$ cat config.mk
export PLATFORM = sky130hd
export DESIGN_NAME = fp_divider_flat
export DESIGN_NICKNAME = d
export VERILOG_FILES = /design/src/rtl/fp_pkg.sv /design/src/rtl/fp_divider_if.sv /design/src/rtl/fp_div_mant.sv /design/src/rtl/fp_divider.sv /design/src/flat_wrapper.sv
export SDC_FILE = /design/constraint.sdc
export NUM_CORES = 1
export LEC_CHECK = 0
export CAP_MARGIN = 10
export CORE_ASPECT_RATIO = 0.5
export CORE_MARGIN = 1.5
export CORE_UTILIZATION = 50
export CTS_CLUSTER_DIAMETER = 100
export DETAILED_ROUTE_END_ITERATION = 7
export GPL_TIMING_DRIVEN = 0
export PLACE_DENSITY = 0.81
export SLEW_MARGIN = 20
export SYNTH_ARGS = -nofsm -noshare
export SYNTH_HDL_FRONTEND = slang
export SYNTH_SLANG_ARGS = --single-unit
$ cat constraint.sdc
create_clock -name clk -period 2.8 [get_ports clk]
set_input_delay 0.42 -clock clk [delete_from_list [all_inputs] [get_ports clk]]
set_output_delay 0.42 -clock clk [all_outputs]
set_load 0.02 [all_outputs]
$ cat src/rtl/fp_pkg.sv
// fp_pkg: shared FP constants, divider state encoding and IEEE-754 single field helpers.
package fp_pkg;
    localparam int EXP_W = 8;
    localparam int MAN_W = 23;
    localparam int BIAS  = 127;
    localparam logic [31:0] QNAN = 32'h7FC00000;
    localparam logic [31:0] PINF = 32'h7F800000;
    localparam logic [1:0] IDLE   = 2'd0;
    localparam logic [1:0] DIVIDE = 2'd1;
    localparam logic [1:0] NORM   = 2'd2;
    localparam logic [1:0] DONE   = 2'd3;

    function automatic logic f_sign(input logic [31:0] x);
        return x[31];
    endfunction

    function automatic logic [EXP_W-1:0] f_exp(input logic [31:0] x);
        return x[MAN_W +: EXP_W];
    endfunction

    function automatic logic [MAN_W-1:0] f_frac(input logic [31:0] x);
        return x[MAN_W-1:0];
    endfunction

    // Denormals count as zero: the divider flushes them.
    function automatic logic is_zero(input logic [31:0] x);
        return f_exp(x) == '0;
    endfunction

    function automatic logic is_inf(input logic [31:0] x);
        return f_exp(x) == '1 && f_frac(x) == '0;
    endfunction

    function automatic logic is_nan(input logic [31:0] x);
        return f_exp(x) == '1 && f_frac(x) != '0;
    endfunction
endpackage

$ cat src/rtl/fp_divider_if.sv
// fp_divider_if: operand/result handshake bundle of the FP divider.
interface fp_divider_if;
    logic [31:0] Operando_A;
    logic [31:0] Operando_B;
    logic        in_valid;
    logic        in_ready;
    logic [31:0] Resultado;
    logic        out_valid;
    logic        out_ready;
    logic        flag_invalid;
    logic        flag_div_zero;
    logic        flag_overflow;
    logic        flag_underflow;

    modport master (
        output Operando_A, Operando_B, in_valid, out_ready,
        input  in_ready, Resultado, out_valid,
               flag_invalid, flag_div_zero, flag_overflow, flag_underflow
    );

    modport slave (
        input  Operando_A, Operando_B, in_valid, out_ready,
        output in_ready, Resultado, out_valid,
               flag_invalid, flag_div_zero, flag_overflow, flag_underflow
    );
endinterface

$ cat src/rtl/fp_div_mant.sv
// fp_div_mant: radix-2 restoring mantissa divider, one quotient bit per clock, 25 bits.
module fp_div_mant (
    input  logic        clk,
    input  logic        rst_n,
    input  logic        start,
    input  logic [24:0] a,
    input  logic [24:0] b,
    output logic [24:0] q,
    output logic        done
);
    logic [24:0] r, d, r_sub;
    logic [4:0]  cnt;
    logic        busy, ge;

    always_comb begin
        ge    = r >= d;
        r_sub = ge ? r - d : r;
    end

    // done stays set until the next start so the FSM may sample it late.
    always_ff @(posedge clk) begin
        if (!rst_n) begin
            r    <= '0;
            d    <= '0;
            q    <= '0;
            cnt  <= '0;
            busy <= 1'b0;
            done <= 1'b0;
        end else if (start) begin
            r    <= a;
            d    <= b;
            q    <= '0;
            cnt  <= '0;
            busy <= 1'b1;
            done <= 1'b0;
        end else if (busy) begin
            r   <= r_sub << 1;
            q   <= {q[23:0], ge};
            cnt <= cnt + 5'd1;
            if (cnt == 5'd24) begin
                busy <= 1'b0;
                done <= 1'b1;
            end
        end
    end
endmodule

$ cat src/rtl/fp_divider.sv
// fp_divider: multi-cycle IEEE-754 single divider (A / B), truncating, flush-to-zero,
// valid/ready on both sides; specials resolved at accept, normals via fp_div_mant.
module fp_divider
    import fp_pkg::*;
(
    input logic clk,
    input logic rst_n,
    fp_divider_if.slave bus
);
    logic [1:0]          state;
    logic                sign, special, sign_in, inv, sp, ovf, unf, div_done, accept;
    logic signed [9:0]   exp_dif, exp_in, exp_norm;
    logic [31:0]         sp_res;
    logic [24:0]         q;
    logic [MAN_W-1:0]    frac_norm;

    always_comb begin
        accept    = state == IDLE && bus.in_valid;
        sign_in   = f_sign(bus.Operando_A) ^ f_sign(bus.Operando_B);
        inv       = is_nan(bus.Operando_A) | is_nan(bus.Operando_B)
                  | (is_zero(bus.Operando_A) & is_zero(bus.Operando_B))
                  | (is_inf(bus.Operando_A) & is_inf(bus.Operando_B));
        sp        = inv | is_zero(bus.Operando_A) | is_zero(bus.Operando_B)
                  | is_inf(bus.Operando_A) | is_inf(bus.Operando_B);
        sp_res    = inv ? QNAN
                  : (is_zero(bus.Operando_B) | is_inf(bus.Operando_A)) ? (PINF | {sign_in, 31'b0})
                  : {sign_in, 31'b0};
        exp_in    = $signed(10'(f_exp(bus.Operando_A)) - 10'(f_exp(bus.Operando_B)) + 10'(BIAS));
        // Quotient lies in (0.5, 2): q[24] clear means one extra left shift.
        exp_norm  = q[24] ? exp_dif : exp_dif - 10'sd1;
        frac_norm = q[24] ? q[MAN_W:1] : q[MAN_W-1:0];
        ovf       = exp_norm >= 10'sd255;
        unf       = exp_norm <= 10'sd0;
    end

    assign bus.in_ready  = state == IDLE;
    assign bus.out_valid = state == DONE;

    fp_div_mant u_mant (
        .clk   (clk),
        .rst_n (rst_n),
        .start (accept && !sp),
        .a     ({2'b01, f_frac(bus.Operando_A)}),
        .b     ({2'b01, f_frac(bus.Operando_B)}),
        .q     (q),
        .done  (div_done)
    );

    always_ff @(posedge clk) begin
        if (!rst_n) begin
            state              <= IDLE;
            sign               <= 1'b0;
            special            <= 1'b0;
            exp_dif            <= '0;
            bus.Resultado      <= '0;
            bus.flag_invalid   <= 1'b0;
            bus.flag_div_zero  <= 1'b0;
            bus.flag_overflow  <= 1'b0;
            bus.flag_underflow <= 1'b0;
        end else begin
            case (state)
                IDLE: if (bus.in_valid) begin
                    sign              <= sign_in;
                    exp_dif           <= exp_in;
                    special           <= sp;
                    bus.Resultado     <= sp_res;
                    bus.flag_invalid  <= inv;
                    bus.flag_div_zero <= !inv && is_zero(bus.Operando_B);
                    state             <= sp ? NORM : DIVIDE;
                end
                DIVIDE: if (div_done) state <= NORM;
                NORM: begin
                    state <= DONE;
                    if (!special) begin
                        bus.flag_overflow  <= ovf;
                        bus.flag_underflow <= !ovf && unf;
                        bus.Resultado      <= ovf ? (PINF | {sign, 31'b0})
                                            : unf ? {sign, 31'b0}
                                            : {sign, exp_norm[EXP_W-1:0], frac_norm};
                    end
                end
                DONE: if (bus.out_ready) begin
                    state              <= IDLE;
                    bus.flag_invalid   <= 1'b0;
                    bus.flag_div_zero  <= 1'b0;
                    bus.flag_overflow  <= 1'b0;
                    bus.flag_underflow <= 1'b0;
                end
            endcase
        end
    end
endmodule

$ cat src/flat_wrapper.sv
// flat-port wrapper written by rule: the top's interface ports become plain ports
module fp_divider_flat import fp_pkg::*;
  (clk, rst_n, bus_Operando_A, bus_Operando_B, bus_in_valid, bus_out_ready, bus_in_ready, bus_Resultado, bus_out_valid, bus_flag_invalid, bus_flag_div_zero, bus_flag_overflow, bus_flag_underflow);
  fp_divider_if bus_i ();
  input logic clk;
  input logic rst_n;
  input wire logic [$bits(bus_i.Operando_A)-1:0] bus_Operando_A;
  input wire logic [$bits(bus_i.Operando_B)-1:0] bus_Operando_B;
  input wire logic [$bits(bus_i.in_valid)-1:0] bus_in_valid;
  input wire logic [$bits(bus_i.out_ready)-1:0] bus_out_ready;
  output wire logic [$bits(bus_i.in_ready)-1:0] bus_in_ready;
  output wire logic [$bits(bus_i.Resultado)-1:0] bus_Resultado;
  output wire logic [$bits(bus_i.out_valid)-1:0] bus_out_valid;
  output wire logic [$bits(bus_i.flag_invalid)-1:0] bus_flag_invalid;
  output wire logic [$bits(bus_i.flag_div_zero)-1:0] bus_flag_div_zero;
  output wire logic [$bits(bus_i.flag_overflow)-1:0] bus_flag_overflow;
  output wire logic [$bits(bus_i.flag_underflow)-1:0] bus_flag_underflow;
  assign bus_i.Operando_A = bus_Operando_A;
  assign bus_i.Operando_B = bus_Operando_B;
  assign bus_i.in_valid = bus_in_valid;
  assign bus_i.out_ready = bus_out_ready;
  assign bus_in_ready = bus_i.in_ready;
  assign bus_Resultado = bus_i.Resultado;
  assign bus_out_valid = bus_i.out_valid;
  assign bus_flag_invalid = bus_i.flag_invalid;
  assign bus_flag_div_zero = bus_i.flag_div_zero;
  assign bus_flag_overflow = bus_i.flag_overflow;
  assign bus_flag_underflow = bus_i.flag_underflow;
  fp_divider u_core (.clk(clk), .rst_n(rst_n), .bus(bus_i));
endmodule
==> impl_metrics.env <==
export IMPL_status="complete, but fails checks"
export IMPL_violations="negative setup slack"
export IMPL_layout_drive_gt1_share_pct=13.51
export IMPL_yosysTopAreaCellShare_pct=33.93
export IMPL_clock_latency_ns=0.41
export IMPL_end_kind="flip-flop"
export IMPL_rsz0062_at_grt="yes"
export IMPL_p_sw_mw=5.576
export IMPL_num_io_pins=106
export IMPL_dieArea_mm2=0.01626
export IMPL_setup_viol=11
export IMPL_max_slew_margin_pct=49.28
export IMPL_cap_violations=0
export IMPL_die_w_um=178.8
export IMPL_p_per_area_mw_per_mm2=1202
export IMPL_synthSimpleGateAreaFrac_pct=20.93
export IMPL_avgSynthCellArea_um2=7.903
export IMPL_hold_viol_final=0
export IMPL_hold_path_class="reg2reg"
export IMPL_synthAdderAreaFrac_pct=6.994
export IMPL_ys_flop_type="dfxtp_1"
export IMPL_rrSetupSlack_ns=-0.05
export IMPL_startpoint="u_core.u_mant.d[8]$_SDFFE_PN0P_"
export IMPL_worstMarginPinSlew_ns=0.7607
export IMPL_crit_type="reg2reg"
export IMPL_grt_remaining_overflow=0
export IMPL_clk_pin_slew_worst_paths_ns=0.06
export IMPL_synth_seq_area_share_pct=33.93
export IMPL_setup_tns_ns=-0.3574
export IMPL_finalPower_mw=12.38
export IMPL_comb_power_share_pct=61.0
export IMPL_fmax_ghz=0.3510
export IMPL_grt_pass1_wl_mm=38.78
export IMPL_swShare_pct=45.03
export IMPL_fp_dieH_um=90.92
export IMPL_antenna_cells=0
export IMPL_finish_instance_area_mm2=0.01030
export IMPL_cts_root_buffer="clkbuf_16"
export IMPL_synthesis_area_mm2=0.007729
export IMPL_place_congestion=0.9549
export IMPL_cp_max_fo=5
export IMPL_wl_per_cell_um=19.20
export IMPL_first_pass_iters=5
export IMPL_report_final_slew_viol_count=0
export IMPL_synth_area_leaders="dfxtp_1, mux2i_1, ha_1"
export IMPL_core_area_mm2=0.01478
export IMPL_r2r_end="u_core.u_mant.r[11]$_SDFFE_PN0P_"
export IMPL_pwr_share_clk_pct=18.6
export IMPL_vias_per_cell=6.057
export IMPL_drtAntennaViolNets=0
export IMPL_numCtsBuffers=17
export IMPL_synth_top_family_by_area="compound AO/OA/AOI/OAI gates"
export IMPL_routed_wl_mm=25.41
export IMPL_grt_use_total_pct=30.33
export IMPL_clock_skew_ns=0.008781
export IMPL_final_nets=1222
export IMPL_post_route_period_util_pct=101.8
export IMPL_crit_path_end="u_core.u_mant.r[11]$_SDFFE_PN0P_"
export IMPL_ys_ff_latch=131
export IMPL_seqPwrFrac_pct=20.4
export IMPL_rr_worst_depth=11
export IMPL_cts_tree="yes"
export IMPL_h_tree_depth=4
export IMPL_fp_row_count=31
export IMPL_finalWorstSetupSlack_ns=-0.04928
export IMPL_synthToLayoutAreaGrowth_pct=33.27
export IMPL_cts_buffer_depth=2
export IMPL_holdWs_ns=0.4542
export IMPL_drc=0
export IMPL_start_util_pct=52.30
export IMPL_antenna_found_initial=0
export IMPL_numPortBuffers=105
export IMPL_worst_endpoint_arrival_ns=3.15
export IMPL_vdd_drop_max_uv=652.9
export IMPL_layout_min_cycle_time_ns=2.849
export IMPL_yosysWarnings=0
export IMPL_startpoint_type="flip-flop"
export IMPL_syn_nets=1088
export IMPL_r2r_start="u_core.u_mant.d[8]$_SDFFE_PN0P_"
export IMPL_ys_types=67
export IMPL_first_iter_violations=835
export IMPL_p_int_mw=6.807
export IMPL_dp_hpwl_mm=18.02
export IMPL_post_route_util_pct=69.70
export IMPL_syn_instance_count=978
export IMPL_muxShareOfSynthArea_pct=7.431
export IMPL_synth_compound_area_share_pct=21.34
export IMPL_post_dp_cell_area_mm2=0.009027
export IMPL_synthXorXnorAreaFrac_pct=4.080
export IMPL_placedCellCount=1281
export IMPL_leakage_nw=3.854
export IMPL_via_count=8013
export IMPL_first_global_vias=7500
export IMPL_cts_sinks=131
export IMPL_place_ws_ns=-0.9755
export IMPL_finalNonFillerCells=1323
export IMPL_crit_required_ns=3.11
export IMPL_grt_max_degree=17
export IMPL_async_flop_share_pct=0
export IMPL_cts_hold_buffers=0
export IMPL_yosys_area_top_type="dfxtp_1"
export IMPL_synth_edf_count=0
## sequential cells by signal (all words and copies together) (netlist names)
name,flops
u_core.bus.Resultado,32
u_core.u_mant.q,25
u_core.u_mant.r,25
u_core.u_mant.d,24
u_core.exp_dif,10
u_core.u_mant.cnt,5
u_core.state,2
u_core.bus.flag_div_zero,1
u_core.bus.flag_invalid,1
u_core.bus.flag_overflow,1
u_core.bus.flag_underflow,1
u_core.sign,1
u_core.special,1
u_core.u_mant.busy,1
u_core.u_mant.done,1
## placed cells by master, fill, tap and decap left out, drive strengths merged, types with 5 or more instances in the layout
master / Yosys / layout
a211oi: 22 / 22
a21o: 17 / 17
a21oi: 83 / 83
a311oi: 7 / 7
and2: 5 / 5
and3: 6 / 6
buf: 7 / 20
clkbuf: 41 / 56
clkdlybuf4s50: 0 / 105
clkinv: 1 / 6
dfxtp: 131 / 131
ha: 40 / 40
inv: 57 / 61
mux2i: 54 / 54
nand2: 128 / 128
nand2b: 6 / 6
nand3: 29 / 29
nand4: 11 / 11
nor2: 91 / 91
nor2b: 6 / 6
nor3: 21 / 21
nor4: 16 / 16
o211ai: 6 / 6
o21ai: 62 / 62
o31ai: 13 / 13
or2: 5 / 5
or3: 7 / 7
or4: 7 / 7
xnor2: 15 / 15
xor2: 21 / 21
## timing repair
action                     4_1_cts  5_1_grt
gates resized for setup         47       84
setup buffers                    3       10
setup endpoints to repair       84      103
pin swaps                        5       28
gates cloned                     0        3
## worst min-delay path by stage
stage / slack, ns / startpoint / end / cells after the start
after floorplan: 0.44 / u_core.u_mant.d[23]$_SDFFE_PN0P_ / u_core.u_mant.d[23]$_SDFFE_PN0P_ / 2
final: 0.45 / u_core.bus.Resultado[9]$_SDFFE_PN0P_ / u_core.bus.Resultado[9]$_SDFFE_PN0P_ / 2
after global placement: 0.44 / u_core.bus.Resultado[8]$_SDFFE_PN0P_ / u_core.bus.Resultado[8]$_SDFFE_PN0P_ / 2
after CTS: 0.46 / u_core.u_mant.d[20]$_SDFFE_PN0P_ / u_core.u_mant.d[20]$_SDFFE_PN0P_ / 2
after detailed placement: 0.44 / u_core.bus.Resultado[9]$_SDFFE_PN0P_ / u_core.bus.Resultado[9]$_SDFFE_PN0P_ / 2
after global routing: 0.48 / u_core.bus.Resultado[9]$_SDFFE_PN0P_ / u_core.bus.Resultado[9]$_SDFFE_PN0P_ / 2
## cells by family (layout without fill, tap and decap cells)
logic type                 after synthesis  count (layout)
xor gates and xnor gates                36              36
AOI/OAI and AO/OA                      257             257
DFF                                    131             131
muxes                                   57              57
buffers and inverters                  106             253
and+or+nand+nor                        349             349
adders and majority gates               42              42
## synth_stat cells, drive strengths merged (11+ instances only)
master    n
xnor2    15
nor3     21
ha       40
clkbuf   41
dfxtp   131
a21oi    83
o31ai    13
nor4     16
nor2     91
a211oi   22
nand4    11
nand2   128
nand3    29
xor2     21
o21ai    62
mux2i    54
a21o     17
inv      57
## power groups by stage
stage          Sequential (mW)  Clock, mW  Combinational [mW]
3_5_place_dp              2.50          0                5.58
5_1_grt                   2.56       2.40                7.99
3_3_place_gp              2.49          0                5.49
6_report                  2.52       2.30                7.56
4_1_cts                   2.49       2.31                6.15
2_1_floorplan             2.48          0                4.06
## layer usage
layer  part of all wire [%]  vias to the layer above  global-route usage, %  routed length (um)
met5                      0                        -                      0                   0
met4                    2.7                        0                  10.69                 691
met3                    8.6                       72                  6.481                2192
met2                     47                      404                  49.87               11880
met1                     42                     3775                  39.07               10640
li1                       -                     3762                      -                   -
## worst max-delay path, stage by stage (launching register included)
cell and delay [ns]:
dfxtp_2 0.35, inv_4 0.05, ha_4 0.29, nand4_4 0.18, a211oi_4 0.35, o311ai_4 0.15, a2111oi_4 0.51, nor2_4 0.10
buf_4 0.20, mux2i_1 0.19, a211oi_1 0.10, a31o_2 0.25
## final cells by class
type                    instances  area (um^2)
flip-flops and latches        131         2629
plain buffers                  42        215.2
repair buffers                121         1210
fillers                      1081         4478
clock inverters                14        176.4
multi-input cells             741         5162
inverters                      58        220.2
clock buffers                  18        439.2
well taps                     198        247.7
Power figures use the tool's default switching activity.
